### src/rtl/load_store_unit.sv
// Load/store unit: initiator side of the data-cache port.
// Accepts one load/store at a time from the execute stage, drives the cache
// port, and returns sign/zero-extended load data. Misaligned halfword/word
// accesses are either split into sequential byte accesses or rejected.
//
// Request handshake: a request transfers on a rising edge where both
// req_valid and req_ready are 1. req_ready is high only while idle. A
// request held during a busy period is ignored until the unit is idle
// again. The response is a one-cycle resp_valid strobe with no
// backpressure.
module load_store_unit #(
   parameter int ADDR_WIDTH       = 32,
   parameter bit SPLIT_MISALIGNED = 1'b1
) (
   input  logic                  clk,
   input  logic                  rst,
   input  logic                  req_valid,
   output logic                  req_ready,
   input  logic                  req_write,
   input  logic [2:0]            req_funct3,
   input  logic [ADDR_WIDTH-1:0] req_address,
   input  logic [31:0]           req_wdata,
   output logic                  resp_valid,
   output logic [31:0]           resp_rdata,
   output logic                  resp_error,
   output logic                  dcache_write_en,
   output logic [2:0]            dcache_width,
   output logic [ADDR_WIDTH-1:0] dcache_address,
   output logic [31:0]           dcache_wdata,
   input  logic [31:0]           dcache_rdata
);

   localparam logic [1:0] S_IDLE   = 2'd0;
   localparam logic [1:0] S_ACCESS = 2'd1;
   localparam logic [1:0] S_SPLIT  = 2'd2;
   localparam logic [1:0] S_RESP   = 2'd3;

   logic [1:0]            state_q, state_d;
   logic                  write_q, write_d;
   logic [2:0]            funct3_q, funct3_d;
   logic [ADDR_WIDTH-1:0] addr_q, addr_d;
   logic [31:0]           wdata_q, wdata_d;
   logic [31:0]           result_q, result_d;
   logic                  error_q, error_d;
   logic                  split_q, split_d;
   logic [1:0]            index_q, index_d;
   logic [ADDR_WIDTH-1:0] last_addr_q, last_addr_d;

   logic                  bad_funct3;
   logic                  misaligned;
   logic [1:0]            split_last;
   logic [7:0]            store_byte;

   // Request classification: illegal encodings and alignment of the new request.
   always_comb begin
      bad_funct3 = (req_funct3 == 3'b011) || (req_funct3[2:1] == 2'b11) ||
                   (req_write && req_funct3[2]);
      misaligned = ((req_funct3[1:0] == 2'b01) && req_address[0]) ||
                   ((req_funct3[1:0] == 2'b10) && (req_address[1:0] != 2'b00));
      split_last = (funct3_q[1:0] == 2'b01) ? 2'd1 : 2'd3;
      case (index_q)
         2'd0:    store_byte = wdata_q[7:0];
         2'd1:    store_byte = wdata_q[15:8];
         2'd2:    store_byte = wdata_q[23:16];
         default: store_byte = wdata_q[31:24];
      endcase
   end

   // Cache port drive; the address holds its last value outside of accesses.
   always_comb begin
      dcache_write_en = 1'b1;
      dcache_width    = 3'b000;
      dcache_wdata    = 32'd0;
      dcache_address  = last_addr_q;
      if (state_q == S_ACCESS) begin
         dcache_width   = funct3_q;
         dcache_address = addr_q;
         if (write_q) begin
            dcache_write_en = 1'b0;
            dcache_wdata    = wdata_q;
         end
      end else if (state_q == S_SPLIT) begin
         dcache_address = addr_q + ADDR_WIDTH'(index_q);
         if (write_q) begin
            dcache_write_en = 1'b0;
            dcache_width    = 3'b000;
            dcache_wdata    = {24'd0, store_byte};
         end else begin
            dcache_width = 3'b100;
         end
      end
      last_addr_d = dcache_address;
   end

   // Response drive; split loads are extended here, aligned loads pass as returned.
   always_comb begin
      req_ready  = (state_q == S_IDLE);
      resp_valid = (state_q == S_RESP);
      resp_error = (state_q == S_RESP) && error_q;
      resp_rdata = 32'd0;
      if ((state_q == S_RESP) && !error_q && !write_q) begin
         if (split_q) begin
            case (funct3_q)
               3'b001:  resp_rdata = {{16{result_q[15]}}, result_q[15:0]};
               3'b101:  resp_rdata = {16'd0, result_q[15:0]};
               default: resp_rdata = result_q;
            endcase
         end else begin
            resp_rdata = result_q;
         end
      end
   end

   // Next-state logic: request capture, access sequencing and result assembly.
   always_comb begin
      state_d  = state_q;
      write_d  = write_q;
      funct3_d = funct3_q;
      addr_d   = addr_q;
      wdata_d  = wdata_q;
      result_d = result_q;
      error_d  = error_q;
      split_d  = split_q;
      index_d  = index_q;
      case (state_q)
         S_IDLE: begin
            if (req_valid) begin
               write_d  = req_write;
               funct3_d = req_funct3;
               addr_d   = req_address;
               wdata_d  = req_wdata;
               result_d = 32'd0;
               index_d  = 2'd0;
               error_d  = 1'b0;
               split_d  = 1'b0;
               if (bad_funct3 || (misaligned && !SPLIT_MISALIGNED)) begin
                  error_d = 1'b1;
                  state_d = S_RESP;
               end else if (misaligned) begin
                  split_d = 1'b1;
                  state_d = S_SPLIT;
               end else begin
                  state_d = S_ACCESS;
               end
            end
         end
         S_ACCESS: begin
            if (!write_q) result_d = dcache_rdata;
            state_d = S_RESP;
         end
         S_SPLIT: begin
            if (!write_q) begin
               case (index_q)
                  2'd0:    result_d[7:0]   = dcache_rdata[7:0];
                  2'd1:    result_d[15:8]  = dcache_rdata[7:0];
                  2'd2:    result_d[23:16] = dcache_rdata[7:0];
                  default: result_d[31:24] = dcache_rdata[7:0];
               endcase
            end
            if (index_q == split_last) begin
               index_d = 2'd0;
               state_d = S_RESP;
            end else begin
               index_d = index_q + 2'd1;
            end
         end
         default: state_d = S_IDLE;
      endcase
   end

   // State registers with asynchronous reset.
   always_ff @(posedge clk or posedge rst) begin
      if (rst) begin
         state_q     <= S_IDLE;
         write_q     <= 1'b0;
         funct3_q    <= 3'b000;
         addr_q      <= '0;
         wdata_q     <= 32'd0;
         result_q    <= 32'd0;
         error_q     <= 1'b0;
         split_q     <= 1'b0;
         index_q     <= 2'd0;
         last_addr_q <= '0;
      end else begin
         state_q     <= state_d;
         write_q     <= write_d;
         funct3_q    <= funct3_d;
         addr_q      <= addr_d;
         wdata_q     <= wdata_d;
         result_q    <= result_d;
         error_q     <= error_d;
         split_q     <= split_d;
         index_q     <= index_d;
         last_addr_q <= last_addr_d;
      end
   end

endmodule

### config.mk
export PLATFORM = sky130hd
export DESIGN_NAME = load_store_unit
export DESIGN_NICKNAME = d
export VERILOG_FILES = /design/src/rtl/load_store_unit.sv
export SDC_FILE = /design/constraint.sdc
export NUM_CORES = 1
export LEC_CHECK = 0
export CORE_MARGIN = 10
export CORE_UTILIZATION = 52
export DETAILED_ROUTE_END_ITERATION = 12
export HOLD_SLACK_MARGIN = 0.08
export PLACE_DENSITY = 0.86
export SLEW_MARGIN = 15
export SYNTH_ARGS = -nofsm -noshare
export SYNTH_HDL_FRONTEND = slang
export SYNTH_SLANG_ARGS = --single-unit
### constraint.sdc
create_clock -name clk -period 7.25 [get_ports clk]
set_input_delay 0.725 -clock clk [delete_from_list [all_inputs] [get_ports clk]]
set_output_delay 0.725 -clock clk [all_outputs]
set_load 0.03 [all_outputs]
==> flow_summary.toml, run 1 <==
[routing]
drt_wl_total_um = 23230
firstDrtPassIters = 8
drt-vias-per-instance = 5.860
drc = 0
routedWlPerCell_um = 20.13
drtIter0Drc = 715
ant_nets = 0
vias = 6763

[die]
die_y_um = 139.1
initial_core_util = 0.5316
die_area_um2 = 19360
ios = 206
rows = 43
core_um2 = 13880
fp.dieW_um = 139.1

[final_layout]
mostFrequentLayoutCells = "205 x clkdlybuf4s50_1, 138 x dfrtp_1, 110 x nand2_1, 68 x mux2_2, 56 x nand3_1"
drive_gt1_frac = 0.1223
mostFrequentLayoutCell = "clkdlybuf4s50_1"
area_delta_synth_final_pct = 37.57
fillers = 1013
layout.nets = 1074

[logic_synthesis]
synth_edf_count = 0
yosysSeqAreaShare = 0.4680
synth_cell_type_count = 54
syn-cell-area_um2 = 7380
yosys_warnings = 0
syn_inst = 782
synthTopCellsByArea = "dfrtp_1 47%, mux2_2 10%, nand2_1 5.6%, nand3_1 3.8%, o21ai_0 3.4%"
yosys.area.top_type = "dfrtp_1"
netlist.area_leader.share = 0.4680
avgSynthCellArea_um2 = 9.437
synth-seq-cells = 138
async_flop_share = 1.000
syn_nets = 896
ys.flop_type = "dfrtp_1"

[clocking]
h-tree-depth = 4
cts_tree = "built"
cts_hold_buf = 0
cts_buffers = 17
clock_sinks = 138
ctsResizeCount = 0
path_clk_slew_ns = 0.06
cts-root-buf = "clkbuf_16"
clk_latency_ns = 0.42
clockBufferDepth = 2
postCtsSetupBuffers = 0

[global_routing]
grt_pass1_wl_um = 36830
antenna_found_initial = 1
grt_pass1_vias = 6662
grtUsageTotal = 0.2348
grt-ovfl-total = 0
grt_max_degree = 87

[timing]
slew_headroom = 0.2727
final_hold_viol_count = 0
min_period_ns = 4.616
period_share = 0.6367
setup_violations = 0
setup_tns_ns = 0
fmax_mhz = 216.6
rsz0062_at_grt = "no"
worst_pin_slew_ns = 1.087
slew_violations = 0
fin_skew_ns = 0.006464

[pwr]
power_mw = 5.173
pwr-share-comb = 0.525
power.switching_mw = 2.292
internal_power_mw = 2.880
p_leak_nw = 4.251
power_frac_clock = 0.196
sequentialPowerShare = 0.279
power.share.switching = 0.4431
ir_worst_vdd_mv = 0.4636
p_per_area_nw_per_um2 = 509.5

[place]
gp_congestion = 0.8885
hpwl_um = 16210
portBuffers = 205

[setup_path]
arrival_ns = 3.89
crit_path_end_kind = "primary output"
path_max_fanout = 7
startpoint_type = "flop"
crit_required_ns = 6.52
path_class = "flop to primary output"

[job]
maxCapViolations = 0

[outcome]
status = "completed"

[worst_hold_path]
hold_class = "flop to flop"
metrics by stage:
| step | util | hold slack (ns) | instance area, um2 | setup slack, ns | std cells |
|---|---|---|---|---|---|
| floorplan | - | 0.4497 | 7380 | 2.829 | 782 |
| global placement | 0.6815 | 0.4644 | 9460 | 3.315 | 1121 |
| detailed placement | 0.6815 | 0.4701 | 9460 | 3.232 | 1121 |
| CTS | 0.7312 | 0.4829 | 10150 | 2.700 | 1153 |
| global route | 0.7314 | 0.5327 | 10150 | 2.383 | 1154 |
| finish | 0.7314 | 0.4777 | 10150 | 2.634 | 1154 |
cell families (layout without fill, tap and decap cells):
| kind of cell | count (synthesis) | in the layout | share of synthesized area |
|---|---|---|---|
| AND/OR/NAND/NOR | 282 | 282 | 0.1853 |
| AO/OA/AOI/OAI | 173 | 173 | 0.1531 |
| flip-flops | 138 | 138 | 0.4680 |
| buffers and inverters | 101 | 292 | 0.05832 |
| multiplexers | 75 | 75 | 0.1133 |
| adder cells (fa/ha/maj) | 11 | 11 | 0.01967 |
| XOR/XNOR | 2 | 2 | 0.002374 |
| other | 0 | 1 | 0 |
synthesized netlist by cell type, drive strengths merged (2+ instances only):
| master | n |
|---|---|
| or2 | 2 |
| dfrtp | 138 |
| o311ai | 2 |
| mux2i | 7 |
| xnor2 | 2 |
| nand2 | 111 |
| mux2 | 68 |
| o21ai | 52 |
| inv | 51 |
| nand4 | 7 |
| and2 | 14 |
| a22oi | 11 |
| nand3 | 57 |
| a31oi | 3 |
| o22ai | 18 |
| o211ai | 6 |
| nor3 | 10 |
| o2bb2a | 2 |
| buf | 12 |
| o32ai | 2 |
| nor2b | 3 |
| or4 | 4 |
| nor2 | 33 |
| or3 | 4 |
| clkbuf | 38 |
| o31ai | 5 |
| a222oi | 8 |
| and3 | 31 |
| a2bb2oi | 4 |
| a21oi | 47 |
| a22o | 8 |
| and4 | 2 |
| ha | 10 |
power by group through the flow:
| stage | sequential [mW] | clock (mW) | combinational, mW |
|---|---|---|---|
| 2_1_floorplan | 1.31 | 0 | 1.89 |
| 4_1_cts | 1.43 | 1.02 | 2.72 |
| 6_report | 1.44 | 1.02 | 2.71 |
| 5_1_grt | 1.48 | 1.06 | 2.92 |
| 3_3_place_gp | 1.41 | 0 | 2.65 |
| 3_5_place_dp | 1.43 | 0 | 2.70 |
area by class of cell:
type / instances / area [um2] / area share
multi-input combinational: 543 / 3503 / 0.3451
sequential: 138 / 3453 / 0.3402
timing repair buffer: 209 / 2082 / 0.2051
clock buffer: 19 / 442.9 / 0.04363
clock inverter: 13 / 246.5 / 0.02428
tap: 180 / 225.2 / 0.02218
inverter: 51 / 196.4 / 0.01935
antenna: 1 / 2.502 / 0.0002465
worst paths after layout:
kind / startpoint / end / slack [ns] / cells after the start
min: split_q / split_q / 0.48 / 2
max: index_q[0] / dcache_address[22] / 2.63 / 9
min in group asynchronous: rst / wdata_q[1] / 0.74 / 2
max reg2reg: index_q[0] / last_addr_q[30] / 4.33 / 8
min reg2reg: split_q / split_q / 0.48 / 2
max in group asynchronous: rst / last_addr_q[25] / 5.14 / 3
per-layer routing:
| layer | global-route usage | vias up | share of wire |
|---|---|---|---|
| met1 | 0.3045 | 3265 | 0.41 |
| met3 | 0.06884 | 32 | 0.087 |
| met2 | 0.3750 | 339 | 0.48 |
| met4 | 0.06096 | 0 | 0.015 |
| met5 | 0 | - | 0 |
| li1 | - | 3127 | - |
critical path, cell delays in order (launching register included):
cell and delay [ns]:
dfrtp_1 0.46, ha_1 0.22, inv_1 0.05, fa_1 0.43, nand4b_1 0.36, nor3_1 0.60
nand3_1 0.19, a21oi_1 0.19, a2bb2oi_1 0.23, clkdlybuf4s50_1 0.73
state kept, by name, indices dropped and copies added, names as in the netlist:
register     count
write_q          1
result_q        32
wdata_q         32
error_q          1
index_q          2
funct3_q         3
last_addr_q     32
split_q          1
addr_q          32
state_q          2
(Power assumes the default switching activity.)
==> run 2, diff against run 1 <==
- CORE_UTILIZATION: 52 -> 44
- PLACE_DENSITY: 0.86 -> 0.77
- clock period: 7.25 -> 3.9 ns (I/O delays scaled with it)
==> flow_summary.toml, run 2 (synthesized netlist as in run 1, its figures left out) <==
[outcome]
status = "completed"

[setup_path]
worst-path-buf-inv = 2
cp_slowest_cell = "clkdlybuf4s50_1"
crit_path_end_kind = "primary output"
arrival_ns = 3.27
crit_family = "buffers and inverters"
crit_required_ns = 3.51
path_class = "flop to primary output"
path_max_fanout = 7
startpoint_type = "flop"
cp_cell_sequence = "ha_1, inv_1, fa_1, nand4b_1, nor2_2, nand4_1, a21oi_1, a2bb2oi_1, clkdlybuf4s50_1"
reg2regPathDepth = 8
max_stage_delay_ns = 0.72
cp_num_cells = 9

[clocking]
clockBufferDepth = 2
h-tree-depth = 4
cts_buffers = 17
cts-root-buf = "clkbuf_16"
path_clk_slew_ns = 0.06
clock_sinks = 138
cts_hold_buf = 0
cts_tree = "built"
clk_latency_ns = 0.42
postCtsSetupBuffers = 0

[job]
maxCapViolations = 0

[timing]
period_share = 0.9396
rsz0062_at_grt = "no"
holdWs_ns = 0.4874
layout_setup_ws_ns = 0.2354
fin_skew_ns = 0.006528
min_period_ns = 3.665
slew_headroom = 0.4807
setup_violations = 0
slew_violations = 0
final_hold_viol_count = 0
fmax_mhz = 272.9
setup_tns_ns = 0
worst_pin_slew_ns = 0.7762

[die]
die_area_um2 = 22350
initial_core_util = 0.4466
rows = 47
die_y_um = 149.5
ios = 206
core_um2 = 16520
fp.dieW_um = 149.5

[pwr]
p_per_area_nw_per_um2 = 917.6
ir_worst_vdd_mv = 0.7204
power_mw = 9.395
p_leak_nw = 4.328

[final_layout]
drive_gt1_frac = 0.1331
antenna_cells = 0
mostFrequentLayoutCell = "clkdlybuf4s50_1"
area_delta_synth_final_pct = 38.74
final_cell_area_um2 = 10240
final_util = 0.6196
mostFrequentLayoutCells = "194 x clkdlybuf4s50_1, 138 x dfrtp_1, 110 x nand2_1, 68 x mux2_2, 56 x nand3_1"
post_layout_nonfiller_instances = 1204
fillers = 1392
layout.nets = 1085

[routing]
drtIter0Drc = 552
firstDrtPassIters = 5
drt-vias-per-instance = 5.551
routedWlPerCell_um = 19.54
vias = 6683
drc = 0
drt_wl_total_um = 23520
ant_nets = 0

[place]
placedCellCount = 1172
place_area_um2 = 9617
hpwl_um = 16340
place_ws_ns = 0.3301
portBuffers = 205
gp_congestion = 0.8442

[global_routing]
grt_max_degree = 139
grtUsageTotal = 0.2071
antenna_found_initial = 1
grt-ovfl-total = 0
grt_pass1_wl_um = 36950
grt_pass1_vias = 6639

[worst_hold_path]
min_path_cells = 2
hold_class = "flop to flop"
[run 2: cell types whose count changed in the layout (fill, tap and decap cells not counted), sizes merged]
cell	previous run	this run
buf	4	15
clkbuf	19	18
dlygate4sd2	0	3
clkinv	5	6
clkdlybuf4s50	205	194
diode	1	0
dlymetal6s2s	0	8
bufinv	7	3
clkinvlp	1	5
[run 2: worst paths after layout]
kind,start,end,slack [ns]
worst max-delay path,index_q[0],dcache_address[24],0.24
worst min-delay path,split_q,split_q,0.49
worst max register to register,state_q[1],result_q[27],1.28
worst min register to register,split_q,split_q,0.49
max in group asynchronous,rst,addr_q[22],2.80
min in group asynchronous,rst,result_q[13],0.51
[run 2: final cells by class]
class                           instances  area (um2)  share of cell area
Clock buffer                           18       429.2             0.04192
Timing Repair Buffer                  220        2206              0.2154
Tap cell                              220       275.3             0.02688
Multi-Input combinational cell        543        3506              0.3424
Inverter                               51       195.2             0.01906
Clock inverter                         14       173.9             0.01699
Sequential cell                       138        3453              0.3373
[run 2: metal layers]
layer  share of wire  vias up  global-route usage
met2            0.48      271              0.3377
li1                -     3151                   -
met3           0.083       34             0.05827
met4           0.020        2             0.05692
met1            0.42     3225              0.2631
met5         0.00055        -                   0
[run 2: power by group]
part | internal (mW) | switching [mW]
Clock | 1.01 | 0.634
Combinational | 2.03 | 3.13
Sequential | 2.09 | 0.510
Total | 5.12 | 4.27
[run 2: repair_timing]
item,CTS,global route
endpoints found under the setup margin,3,11
pin swaps,0,0
gates resized for setup,3,9
[run 2: tightest hold or removal path, stage by stage, from the launching register on]
cell and delay (ns):
dfrtp_1 0.34, nand2_1 0.05, o21ai_0 0.06
==> run 3, diff against run 2 <==
- HOLD_SLACK_MARGIN: 0.08 -> 0.12
==> results of run 3 <==
Same layout as run 2: the final DEF is identical, and so are final timing and power.
